## src/rtl/uart_pkg.sv

```systemverilog
// Shared constants, state type and divisor helper for the UART receive path.
package uart_pkg;

  localparam int unsigned DIV_4800   = 1302;
  localparam int unsigned DIV_9600   = 651;
  localparam int unsigned DIV_115200 = 54;
  localparam int unsigned DIV_1BAUD  = 6_250_000;

  localparam int unsigned OVERSAMPLE = 16;
  localparam int unsigned DATA_BITS  = 8;
  localparam int unsigned DIV_W      = 23;

  typedef enum logic [2:0] {IDLE, START, DATA, STOP, BREAK} rx_state_t;

  // Reload value (divisor - 1) for a baud code; a nonzero sim_div overrides all codes.
  function automatic logic [DIV_W-1:0] div_reload(input logic [1:0] sel,
                                                   input int unsigned sim_div);
    int unsigned divisor;
    if (sim_div != 0) begin
      divisor = sim_div;
    end else begin
      case (sel)
        2'b00:   divisor = DIV_4800;
        2'b01:   divisor = DIV_9600;
        2'b10:   divisor = DIV_115200;
        default: divisor = DIV_1BAUD;
      endcase
    end
    return DIV_W'(divisor - 1);
  endfunction

endpackage

```

## src/rtl/baud_tick_gen_rx.sv

```systemverilog
// 16x oversample tick generator; restart re-phases the divider to a start edge.
module baud_tick_gen_rx
  import uart_pkg::*;
#(
  parameter int unsigned SIM_DIV = 0
) (
  input  logic       clk_in,
  input  logic       reset,
  input  logic [1:0] sel,
  input  logic       restart,
  output logic       tick
);

  logic [DIV_W-1:0] cnt_q;
  logic [DIV_W-1:0] cnt_d;
  logic [DIV_W-1:0] reload;

  // Reload value for the currently selected divisor.
  always_comb begin
    reload = div_reload(sel, SIM_DIV);
  end

  // Down-count, reloading at zero or when a new frame re-phases the divider.
  always_comb begin
    cnt_d = cnt_q - DIV_W'(1);
    if (restart || (cnt_q == '0)) begin
      cnt_d = reload;
    end
  end

  // Divider counter register.
  always_ff @(posedge clk_in) begin
    if (!reset) begin
      cnt_q <= '0;
    end else begin
      cnt_q <= cnt_d;
    end
  end

  assign tick = (cnt_q == '0);

endmodule

```

## src/rtl/uart_receiver_rx.sv

```systemverilog
// UART receive path: synchronizer, baud latch, framing FSM, shift register, outputs.
module uart_receiver_rx
  import uart_pkg::*;
#(
  parameter int unsigned SIM_DIV = 0
) (
  input  logic       clk_in,
  input  logic       reset,
  input  logic [1:0] S,
  input  logic       rx_in,
  output logic [7:0] data_out,
  output logic       rx_valid,
  output logic       framing_error,
  output logic       busy
);

  logic                 rx_meta_q;
  logic                 rx_s_q;
  logic [1:0]           s_lat_q;
  rx_state_t            state_q;
  logic [3:0]           tick_cnt_q;
  logic [2:0]           bit_idx_q;
  logic [DATA_BITS-1:0] shift_q;
  logic [DATA_BITS-1:0] data_out_q;
  logic                 rx_valid_q;
  logic                 framing_error_q;
  logic                 busy_q;

  logic                 start_det;
  logic [1:0]           div_sel;
  logic                 tick;

  // Start edge seen while idle; the divider must use the code being latched now.
  always_comb begin
    start_det = (state_q == IDLE) && !rx_s_q;
    div_sel   = start_det ? S : s_lat_q;
  end

  baud_tick_gen_rx #(
    .SIM_DIV(SIM_DIV)
  ) u_tick (
    .clk_in (clk_in),
    .reset  (reset),
    .sel    (div_sel),
    .restart(start_det),
    .tick   (tick)
  );

  // Two-flop synchronizer for the asynchronous line, idling high.
  always_ff @(posedge clk_in) begin
    if (!reset) begin
      rx_meta_q <= 1'b1;
      rx_s_q    <= 1'b1;
    end else begin
      rx_meta_q <= rx_in;
      rx_s_q    <= rx_meta_q;
    end
  end

  // Framing FSM with shift register and registered output strobes.
  always_ff @(posedge clk_in) begin
    if (!reset) begin
      state_q         <= IDLE;
      s_lat_q         <= 2'b11;
      tick_cnt_q      <= '0;
      bit_idx_q       <= '0;
      shift_q         <= '0;
      data_out_q      <= '0;
      rx_valid_q      <= 1'b0;
      framing_error_q <= 1'b0;
      busy_q          <= 1'b0;
    end else begin
      rx_valid_q      <= 1'b0;
      framing_error_q <= 1'b0;
      case (state_q)
        IDLE: begin
          if (!rx_s_q) begin
            s_lat_q    <= S;
            tick_cnt_q <= '0;
            state_q    <= START;
            busy_q     <= 1'b1;
          end
        end
        START: begin
          if (tick) begin
            if (tick_cnt_q == 4'(OVERSAMPLE / 2 - 1)) begin
              if (!rx_s_q) begin
                state_q    <= DATA;
                bit_idx_q  <= '0;
                tick_cnt_q <= '0;
              end else begin
                state_q <= IDLE;
                busy_q  <= 1'b0;
              end
            end else begin
              tick_cnt_q <= tick_cnt_q + 4'd1;
            end
          end
        end
        DATA: begin
          if (tick) begin
            if (tick_cnt_q == 4'(OVERSAMPLE - 1)) begin
              tick_cnt_q <= '0;
              shift_q    <= {rx_s_q, shift_q[DATA_BITS-1:1]};
              if (bit_idx_q == 3'(DATA_BITS - 1)) begin
                state_q <= STOP;
              end else begin
                bit_idx_q <= bit_idx_q + 3'd1;
              end
            end else begin
              tick_cnt_q <= tick_cnt_q + 4'd1;
            end
          end
        end
        STOP: begin
          if (tick) begin
            if (tick_cnt_q == 4'(OVERSAMPLE - 1)) begin
              tick_cnt_q <= '0;
              if (rx_s_q) begin
                data_out_q <= shift_q;
                rx_valid_q <= 1'b1;
                state_q    <= IDLE;
                busy_q     <= 1'b0;
              end else begin
                framing_error_q <= 1'b1;
                state_q         <= BREAK;
              end
            end else begin
              tick_cnt_q <= tick_cnt_q + 4'd1;
            end
          end
        end
        BREAK: begin
          if (rx_s_q) begin
            state_q <= IDLE;
            busy_q  <= 1'b0;
          end
        end
        default: begin
          state_q <= IDLE;
          busy_q  <= 1'b0;
        end
      endcase
    end
  end

  assign data_out      = data_out_q;
  assign rx_valid      = rx_valid_q;
  assign framing_error = framing_error_q;
  assign busy          = busy_q;

endmodule

```

## config.mk

```make
export PLATFORM = sky130hd
export DESIGN_NAME = uart_receiver_rx
export DESIGN_NICKNAME = d
export VERILOG_FILES = /design/src/rtl/uart_pkg.sv /design/src/rtl/baud_tick_gen_rx.sv /design/src/rtl/uart_receiver_rx.sv
export SDC_FILE = /design/constraint.sdc
export NUM_CORES = 1
export LEC_CHECK = 0
export BUFFER_PORTS_ARGS = -buffer_cell sky130_fd_sc_hd__buf_2
export CORE_MARGIN = 8
export CORE_UTILIZATION = 55
export CTS_CLUSTER_SIZE = 16
export DETAILED_ROUTE_END_ITERATION = 10
export HOLD_SLACK_MARGIN = 0.12
export PLACE_DENSITY = 0.73
export SLEW_MARGIN = 10
export SYNTH_ARGS = -nofsm -noshare
export SYNTH_HDL_FRONTEND = slang
export SYNTH_SLANG_ARGS = --single-unit
```

## constraint.sdc

```tcl
create_clock -name clk_in -period 4 [get_ports clk_in]
set_input_delay 0.4 -clock clk_in [delete_from_list [all_inputs] [get_ports clk_in]]
set_output_delay 0.4 -clock clk_in [all_outputs]
set_load 0.005 [all_outputs]
```

==> out/summary.txt, run 1 <==
Antenna Nets Post-Route: 0
IO Count: 16
Post-CTS Setup Bufs: 0
Via count: 2262
DRC Markers: 0
Count of final max-slew check failures: 0
CTS tree: yes
Critical Path Fanout Max: 9
Root Driver: clkbuf_8
Clock-pin slew on the worst setup and hold paths: 0.11 ns
Final instance area: 3030 sq um
Slew at the pin closest to its max-slew limit: 0.818 ns
Status: completed
First-pass GRT wire length: 10300 um
Startpoint types: flop
Setup crit end kind: flop
Hold Path Depth: 2
RSZ-0062 raised after global routing: no
PortBufs: 15
Unique masters post-synth: 49
Mapped Cells: 321
Die Footprint: 7690 sq um
Final #Nets: 343
Seq cells post-synth: 56
Worst skew pair latency: 0.31 ns
CP Data Arrival Time: 3.72 ns
Cell Area, Synth: 2830 sq um
Total gr overflow: 0
Relative slew slack: 45.5%
Number of max-cap violations: 0
VDD IR max: 0.397 mV
Starting density of the core: 56.1%
Die W: 87.7 um
Total CTS buffers: 5
Final Wtd Congestion: 0.883
Initial antenna violation count: 0
Avg Synthesized Cell Area: 8.81 sq um
Worst Reg-to-Reg Cells: 12
DRT iter0 DRCs: 132
Aggregate global-route resource usage: 16.2%
CTS Hold Bufs: 0
Clock sink count: 56
Total placed instance area: 2930 sq um
Pre-antenna DRT Iters: 4
Syn Nets: 333
Largest net degree at the start of global routing: 38
# diodes: 0
# rows: 26
Async SR Flop Fraction: 0%
Final setup TNS: 0 ns
PwrDens: 631 nW/um^2
Crit Path Class: flop to flop
Share of cells above drive strength 1: 12.0%
Sequential area share after synthesis: 39.6%
Chip height: 87.7 um
Leak pwr: 1.11 nW
Core area: 5040 sq um
Vias in the first global route: 2186
Synth warnings: 0
Main synth FF type: dfxtp_1
Tmin final: 3.56 ns
Clock Tree Buf Depth: 2
Fmax: 281 MHz
Post-DP HPWL: 4080 um
Vias per cell: 5.63
Post-synth EDFFs: 0
Worst min-delay path class: primary input to flop
Crit share post-route: 88.9%
Final Hold Viols: 0
H-tree depth: 2
Area Overhead vs Synth: 7.04%
Wirelength per Cell: 14.4 um
Worst clock skew: 0.00897 ns
Final setup violation count: 0
Worst EP required: 4.16 ns
Post-cts resize count: 0
FILL cells: 440
DRT Wirelength: 5780 um
-- path summary, 6_finish.rpt --
| kind | end | startpoint | slack, ns |
|---|---|---|---|
| setup / recovery | u_tick.cnt_q[20]$_SDFF_PN0_ | u_tick.cnt_q[5]$_SDFF_PN0_ | 0.44 |
| hold / removal | rx_meta_q$_SDFF_PN1_ | rx_in | 0.26 |
| setup reg to reg | u_tick.cnt_q[20]$_SDFF_PN0_ | u_tick.cnt_q[5]$_SDFF_PN0_ | 0.44 |
| hold reg to reg | rx_s_q$_SDFF_PN1_ | rx_meta_q$_SDFF_PN1_ | 0.42 |
-- cells in the mapped netlist, types with 7 or more instances --
library cell | n | area [sq um]
nor2_1 | 43 | 161
nand2_1 | 22 | 82.6
mux2i_1 | 25 | 250
dfxtp_1 | 56 | 1120
clkbuf_1 | 7 | 26.3
nand2b_1 | 7 | 43.8
xnor2_1 | 14 | 123
ha_1 | 7 | 87.6
inv_1 | 8 | 30.0
a21oi_1 | 21 | 105
nor3_1 | 12 | 60.1
o21ai_0 | 9 | 45.0
nand3_1 | 7 | 35.0
-- per-stage QoR --
step	worst slack, ns	power, mW	hold slack, ns	std cells	utilization [%]
after floorplan	1.13	1.43	0.386	321	-
final	0.442	1.91	0.265	402	60.0
after global routing	0.0756	2.05	0.276	402	60.0
after detailed placement	0.510	1.58	0.399	394	58.1
after global placement	0.740	1.57	0.403	394	58.1
after CTS	0.498	1.91	0.253	402	60.0
-- cell type report --
class                   instances  area (sq um)  share of cell area [%]
well taps                      70          87.6                    2.89
clock inverters                 3          27.5                   0.909
inverters                       9          33.8                    1.12
clock buffers                   5          68.8                    2.27
flip-flops and latches         56          1120                    37.0
multi-input cells             242          1600                    52.8
repair buffers                 17          90.1                    2.98
-- metal layers --
metal  wire length [um]  vias up  track usage [%]
met4                 27        0             3.44
met3                250        2             3.47
li1                   -     1160                -
met5                  0        -                0
met2               2600       48             26.0
met1               2900     1052             21.6
-- report_power, final --
part / internal, mW / total, mW / switching (mW)
clock: 0.129 / 0.328 / 0.199
sequential: 0.665 / 0.798 / 0.134
combinational: 0.338 / 0.783 / 0.446
total: 1.13 / 1.91 / 0.778
-- critical path: stages, from the launching register on --
cell and delay (ns):
dfxtp_1 0.36, nor4_2 0.53, nand4_2 0.24, o21ai_1 0.58, nand2_1 0.08, o21ai_0 0.14
ha_1 0.31, nand2b_1 0.08, nor4_1 0.31, nand4_1 0.29, nor3_1 0.27, xnor2_1 0.15
a21oi_1 0.08
-- cells in the final DEF (no fill, tap or decap), types with 4 or more instances in the layout --
cell | synthesis | layout
a21oi_1 | 21 | 21
a31oi_1 | 5 | 5
and2_1 | 4 | 4
and3_1 | 4 | 4
buf_2 | 3 | 15
clkbuf_8 | 0 | 5
dfxtp_1 | 56 | 56
ha_1 | 7 | 7
inv_1 | 8 | 8
mux2i_1 | 25 | 25
nand2_1 | 22 | 22
nand2b_1 | 7 | 7
nand3_1 | 7 | 7
nand4_1 | 5 | 5
nor2_1 | 43 | 43
nor3_1 | 12 | 12
nor4_1 | 5 | 5
nor4_2 | 5 | 5
o21ai_0 | 9 | 9
xnor2_1 | 14 | 14
xor2_1 | 4 | 4
-- flip-flops by register name (all words and copies together), names as in the netlist --
register and count:
shift_q 8, rx_s_q 1, tick_cnt_q 4, rx_meta_q 1, bit_idx_q 3, framing_error 1, state_q 3, rx_valid 1
busy 1, s_lat_q 2, data_out 8, u_tick.cnt_q 23
-- cells by family (layout without fill, tap and decap cells) --
group                    Yosys count  count (layout)  synth area share, %
adder cells (fa/ha/maj)            7               7                 3.10
buffers and inverters             23              34                 3.85
multiplexers                      25              25                 8.85
AND/OR/NAND/NOR                  136             136                 26.5
XOR/XNOR                          18              18                 5.58
flip-flops                        56              56                 39.6
AO/OA/AOI/OAI                     56              56                 12.5
(Power assumes the default switching activity.)
==> run 2, diff against run 1 <==
--- a/config.mk
+++ b/config.mk
@@ -6,12 +6,14 @@
 export NUM_CORES = 1
 export LEC_CHECK = 0
 export BUFFER_PORTS_ARGS = -buffer_cell sky130_fd_sc_hd__buf_2
+export CELL_PAD_IN_SITES_DETAIL_PLACEMENT = 0
+export CELL_PAD_IN_SITES_GLOBAL_PLACEMENT = 1
 export CORE_MARGIN = 8
-export CORE_UTILIZATION = 55
+export CORE_UTILIZATION = 46
 export CTS_CLUSTER_SIZE = 16
 export DETAILED_ROUTE_END_ITERATION = 10
 export HOLD_SLACK_MARGIN = 0.12
-export PLACE_DENSITY = 0.73
+export PLACE_DENSITY_LB_ADDON = 0.1
 export SLEW_MARGIN = 10
 export SYNTH_ARGS = -nofsm -noshare
 export SYNTH_HDL_FRONTEND = slang
==> run 2 against run 1 <==
Flip-flop and latch count did not move. Setup slack improved by 0.32 ns. Global-route usage fell by 1.9 points. Register-to-register slack gained 0.32 ns. Final cell count increased by 2.2%. Total power grew 0.94%. Die area increased by 16%. Sequential power shrank 0.6%. Routed wire length is 2.1% higher. Non-clock buffer count grew 4. Design area increased by 1.2%. Sequential share of layout area fell by 0.45 points. Critical path type unchanged.
==> out/summary.txt, run 2 (synthesis gave the netlist of run 1 again) <==
Status: completed
Worst skew pair latency: 0.32 ns
RSZ-0062 raised after global routing: no
Final setup TNS: 0 ns
Clock sink count: 56
Clock-pin slew on the worst setup and hold paths: 0.11 ns
CTS Hold Bufs: 0
Antenna Nets Post-Route: 0
# rows: 28
Setup crit end kind: flop
Post-CTS Setup Bufs: 0
PortBufs: 15
DRT iter0 DRCs: 114
IO Count: 16
Worst Reg-to-Reg Cells: 11
Largest net degree at the start of global routing: 38
Final Wtd Congestion: 0.861
Total gr overflow: 0
Max reg flops: 23
Critical Path Fanout Max: 10
End of the worst hold path: rx_meta_q$_SDFF_PN1_
Worst EP required: 4.18 ns
Die Footprint: 8910 sq um
Total CTS buffers: 5
Chip height: 94.4 um
VDD IR max: 0.385 mV
Die W: 94.4 um
Number of max-cap violations: 0
Worst clock skew: 0.00701 ns
Final instance area: 3060 sq um
Post-cts resize count: 0
Pre-antenna DRT Iters: 4
Vias in the first global route: 2188
PwrDens: 629 nW/um^2
Slew at the pin closest to its max-slew limit: 0.709 ns
R2r setup slk: 0.76 ns
Final #Nets: 347
Largest Register: u_tick.cnt_q
Core area: 5920 sq um
FILL cells: 572
Hold Path Depth: 2
# diodes: 0
Critical R2R Launch: rx_s_q$_SDFF_PN1_
Total placed instance area: 2970 sq um
Final setup violation count: 0
Fmax: 309 MHz
Area Overhead vs Synth: 8.36%
Post-DP HPWL: 4280 um
R2R Path End: u_tick.cnt_q[18]$_SDFF_PN0_
Starting density of the core: 47.8%
Final Hold Viols: 0
Via count: 2263
Worst min-delay path class: primary input to flop
Leak pwr: 1.14 nW
Initial antenna violation count: 0
Crit share post-route: 81.0%
Commonest non-fill, non-tap cells in the layout: dfxtp_1 (56), nor2_1 (43), mux2i_1 (25)
First-pass GRT wire length: 10400 um
Aggregate global-route resource usage: 14.3%
Startpoint types: flop
Crit Path Class: flop to flop
DRC Markers: 0
H-tree depth: 2
Most common cell after layout, fill and taps aside: dfxtp_1
Wirelength per Cell: 14.4 um
Clock Tree Buf Depth: 2
Vias per cell: 5.51
Finished Core Util: 51.8%
Share of cells above drive strength 1: 13.1%
Hold path start: rx_in
Count of final max-slew check failures: 0
Root Driver: clkbuf_8
Tmin final: 3.24 ns
CP Data Arrival Time: 3.42 ns
CTS tree: yes
Relative slew slack: 52.8%
DRT Wirelength: 5900 um
==> run 2: cell types whose count changed in the layout (fill, tap and decap cells not counted), sizes merged <==
cell      before  now
clkinv         1    0
inv           10   12
clkinvlp       1    0
buf           17   21
==> run 2: critical path: stages (launching register included) <==
cell      delay [ns]
dfxtp_1         0.43
or4_4           0.67
mux2i_1         0.34
nand2_1         0.09
o21ai_0         0.11
ha_1            0.30
nand2b_1        0.08
nor4_1          0.27
nand4_1         0.30
nor4_2          0.27
xnor2_1         0.15
a21oi_1         0.08
==> run 2: power by group <==
group	total [mW]	switching, mW	internal, mW
clock network	0.341	0.208	0.133
registers	0.793	0.128	0.665
logic	0.794	0.453	0.341
total	1.93	0.788	1.14
==> run 2: per-layer routing <==
layer	global-route usage (%)	share of wire [%]	routed length, um
met5	0	0	0
met4	4.49	1.1	62
met3	3.10	2.6	156
met2	22.3	45	2670
met1	19.1	51	3010
==> run 2: through the flow <==
stage          power [mW]  hold slack (ns)  std cells  setup slack (ns)
6_report             1.93            0.266        411             0.762
5_1_grt              2.08            0.266        411             0.394
4_1_cts              1.94            0.248        411             0.757
3_5_place_dp         1.59            0.396        403             0.782
3_3_place_gp         1.59            0.392        403             0.822
2_1_floorplan        1.43            0.386        321              1.13
==> run 2: layout make-up <==
| class | count | area [sq um] | area share (%) |
|---|---|---|---|
| timing repair buffer | 21 | 120 | 3.92 |
| clock buffer | 5 | 68.8 | 2.25 |
| tap | 75 | 93.8 | 3.06 |
| sequential | 56 | 1120 | 36.6 |
| multi-input combinational | 242 | 1600 | 52.1 |
| clock inverter | 3 | 28.8 | 0.939 |
| inverter | 9 | 33.8 | 1.10 |
==> run 2: how the worst max path moves through the flow <==
stage	startpoint	end	slack (ns)
global placement	rx_s_q$_SDFF_PN1_	u_tick.cnt_q[20]$_SDFF_PN0_	0.82
floorplan	u_tick.cnt_q[5]$_SDFF_PN0_	u_tick.cnt_q[20]$_SDFF_PN0_	1.13
finish	rx_s_q$_SDFF_PN1_	u_tick.cnt_q[18]$_SDFF_PN0_	0.76
CTS	rx_s_q$_SDFF_PN1_	u_tick.cnt_q[18]$_SDFF_PN0_	0.76
detailed placement	rx_s_q$_SDFF_PN1_	u_tick.cnt_q[20]$_SDFF_PN0_	0.78
global route	u_tick.cnt_q[15]$_SDFF_PN0_	u_tick.cnt_q[18]$_SDFF_PN0_	0.39
==> run 3, diff against run 2 <==
--- a/config.mk
+++ b/config.mk
@@ -9,7 +9,7 @@
 export CELL_PAD_IN_SITES_DETAIL_PLACEMENT = 0
 export CELL_PAD_IN_SITES_GLOBAL_PLACEMENT = 1
 export CORE_MARGIN = 8
-export CORE_UTILIZATION = 46
+export CORE_UTILIZATION = 42
 export CTS_CLUSTER_SIZE = 16
 export DETAILED_ROUTE_END_ITERATION = 10
 export HOLD_SLACK_MARGIN = 0.12
==> constraint.sdc (replaced) <==
create_clock -name clk_in -period 2.7 [get_ports clk_in]
set_input_delay 0.27 -clock clk_in [delete_from_list [all_inputs] [get_ports clk_in]]
set_output_delay 0.27 -clock clk_in [all_outputs]
set_load 0.005 [all_outputs]
==> run 3 against run 2 <==
Core utilization up 0.62 points. Combinational power up 130%. Largest cell class unchanged. Die area up 7.9%. Clock-buffer cell count unchanged. Final cell count up 10%. Setup slack worse by 0.68 ns. Clock power up 47%. Worst hold slack worse by 0.033 ns. Routed wire length up 15%.
==> out/summary.txt, run 3 (synthesis gave the netlist of run 1 again) <==
VDD IR max: 0.369 mV
Die W: 98.1 um
Starting density of the core: 42.6%
Slew at the pin closest to its max-slew limit: 0.623 ns
Most common cell after layout, fill and taps aside: dfxtp_1
Worst path slowest cell: dfxtp_2
Status: completed
Final #Nets: 384
Largest net degree at the start of global routing: 27
Max reg flops: 23
Critical R2R Launch: u_tick.cnt_q[22]$_SDFF_PN0_
Worst Hold Slack: 0.233 ns
Hold path start: reset
Tmin final: 2.61 ns
Critical Path Source: u_tick.cnt_q[22]$_SDFF_PN0_
CP Data Arrival Time: 2.83 ns
Hold Path Depth: 2
Commonest non-fill, non-tap cells in the layout: dfxtp_1 (52), nor2_1 (43), buf_4 (41)
Final Non-Filler Cells: 453
Via count: 2454
IO Count: 16
Worst min-delay path class: primary input to flop
Crit share post-route: 96.8%
Post-DP HPWL: 4860 um
Most used cell, CP: nor4_4
Pre-antenna DRT Iters: 5
Initial antenna violation count: 0
Largest Register: u_tick.cnt_q
Worst Path Buf+Inv: 2
Worst Reg-to-Reg Cells: 14
Final Wtd Congestion: 0.829
Clock sink count: 56
Worst clock skew: 0.0108 ns
PwrDens: 1020 nW/um^2
Count of final max-slew check failures: 0
Setup crit end kind: flop
# diodes: 0
Root Driver: clkbuf_8
First-pass GRT wire length: 11300 um
Critical Path Max Stage Delay: 0.35 ns
Core area: 6640 sq um
Total CTS buffers: 5
Total gr overflow: 0
Chip height: 98.1 um
Relative slew slack: 58.5%
DRT iter0 DRCs: 102
R2R Path End: u_tick.cnt_q[18]$_SDFF_PN0_
PortBufs: 15
Number of max-cap violations: 0
Aggregate global-route resource usage: 14.3%
Critical Path Fanout Max: 5
RSZ-0062 raised after global routing: yes
H-tree depth: 2
Reg area: 1130 sq um
CTS tree: yes
Antenna Nets Post-Route: 0
Worst EP required: 2.91 ns
CP Cell Sequence: nor4_4 > buf_4 > and4_4 > nand2_4 > mux2i_1 > o21a_1 > ha_4 > nand2b_4 > nor4_4 > nand4_1 > buf_6 > nor4_4 > xnor2_1 > a21oi_1
FILL cells: 630
End of the worst hold path: s_lat_q[0]$_SDFFE_PN1N_
DRT Wirelength: 6770 um
Clock-pin slew on the worst setup and hold paths: 0.11 ns
# rows: 30
# placed instances: 439
Worst skew pair latency: 0.33 ns
Vias per cell: 5.42
Vias in the first global route: 2366
Leak pwr: 1.35 nW
Final Hold Viols: 0
Wirelength per Cell: 14.9 um
Fmax: 382 MHz
Crit Path Class: flop to flop
Final setup violation count: 0
Startpoint types: flop
R2r setup slk: 0.09 ns
Clock Tree Buf Depth: 2
Area Overhead vs Synth: 23.1%
Share of cells above drive strength 1: 25.2%
CP top delay family: simple AND/OR/NAND/NOR gates
Area of the multi-input gates: 1720 sq um
DRC Markers: 0
Die Footprint: 9610 sq um
## run 3: area by class of cell
class                           count  share of cell area (%)
Multi-Input combinational cell    242                    49.4
Inverter                            9                   0.971
Clock buffer                        5                    1.98
Sequential cell                    56                    32.4
Clock inverter                      3                   0.791
Timing Repair Buffer               58                    11.6
Tap cell                           80                    2.88
## run 3: repair_timing
item | in CTS | in global routing
setup buffers | 1 | 4
hold buffers | 1 | 0
pin swaps | 1 | 5
gates resized for setup | 5 | 15
setup endpoints to repair | 3 | 7
hold endpoints to repair | 1 | 0
## run 3: report_power, final
group / total, mW / switching, mW / internal [mW] / leakage [nW]
Clock: 0.501 / 0.310 / 0.191 / 0.0463
Sequential: 1.18 / 0.191 / 0.991 / 0.458
Combinational: 1.85 / 0.902 / 0.952 / 0.845
## run 3: metrics by stage
stage                     area, sq um  worst slack [ns]  setup TNS (ns)  power, mW  util [%]
after global placement           3220            0.0203               0       2.75      48.5
after CTS                        3370           0.00704               0       3.32      50.7
after floorplan                  2840           0.00102               0       2.14         -
after detailed placement         3220           -0.0518         -0.0818       2.76      48.5
after global routing             3480           -0.0458          -0.127       3.76      52.4
final                            3480            0.0852               0       3.54      52.4
## run 3: worst max path at each step
stage	to	cells after the start	slack, ns
final	u_tick.cnt_q[18]$_SDFF_PN0_	14	0.09
after global routing	u_tick.cnt_q[20]$_SDFF_PN0_	14	-0.05
after CTS	u_tick.cnt_q[18]$_SDFF_PN0_	14	0.007
after detailed placement	u_tick.cnt_q[18]$_SDFF_PN0_	11	-0.05
after global placement	u_tick.cnt_q[18]$_SDFF_PN0_	11	0.02
after floorplan	u_tick.cnt_q[20]$_SDFF_PN0_	12	0.001
## run 3: routing by layer
layer | vias to the layer above | part of all wire (%) | track usage (%) | wire length, um
met5 | - | 0 | 0 | 0
met4 | 0 | 1.1 | 4.44 | 72
met3 | 6 | 2.8 | 2.92 | 189
met2 | 37 | 47 | 23.2 | 3190
met1 | 1166 | 49 | 18.3 | 3310
li1 | 1245 | - | - | -
## run 3: worst register-to-register path, stage by stage, from the launching register on
cell	delay (ns)
dfxtp_2	0.35
nor4_4	0.27
buf_4	0.16
and4_4	0.24
nand2_4	0.06
mux2i_1	0.16
o21a_1	0.19
ha_4	0.20
nand2b_4	0.06
nor4_4	0.14
nand4_1	0.13
buf_6	0.16
nor4_4	0.15
xnor2_1	0.16
a21oi_1	0.09
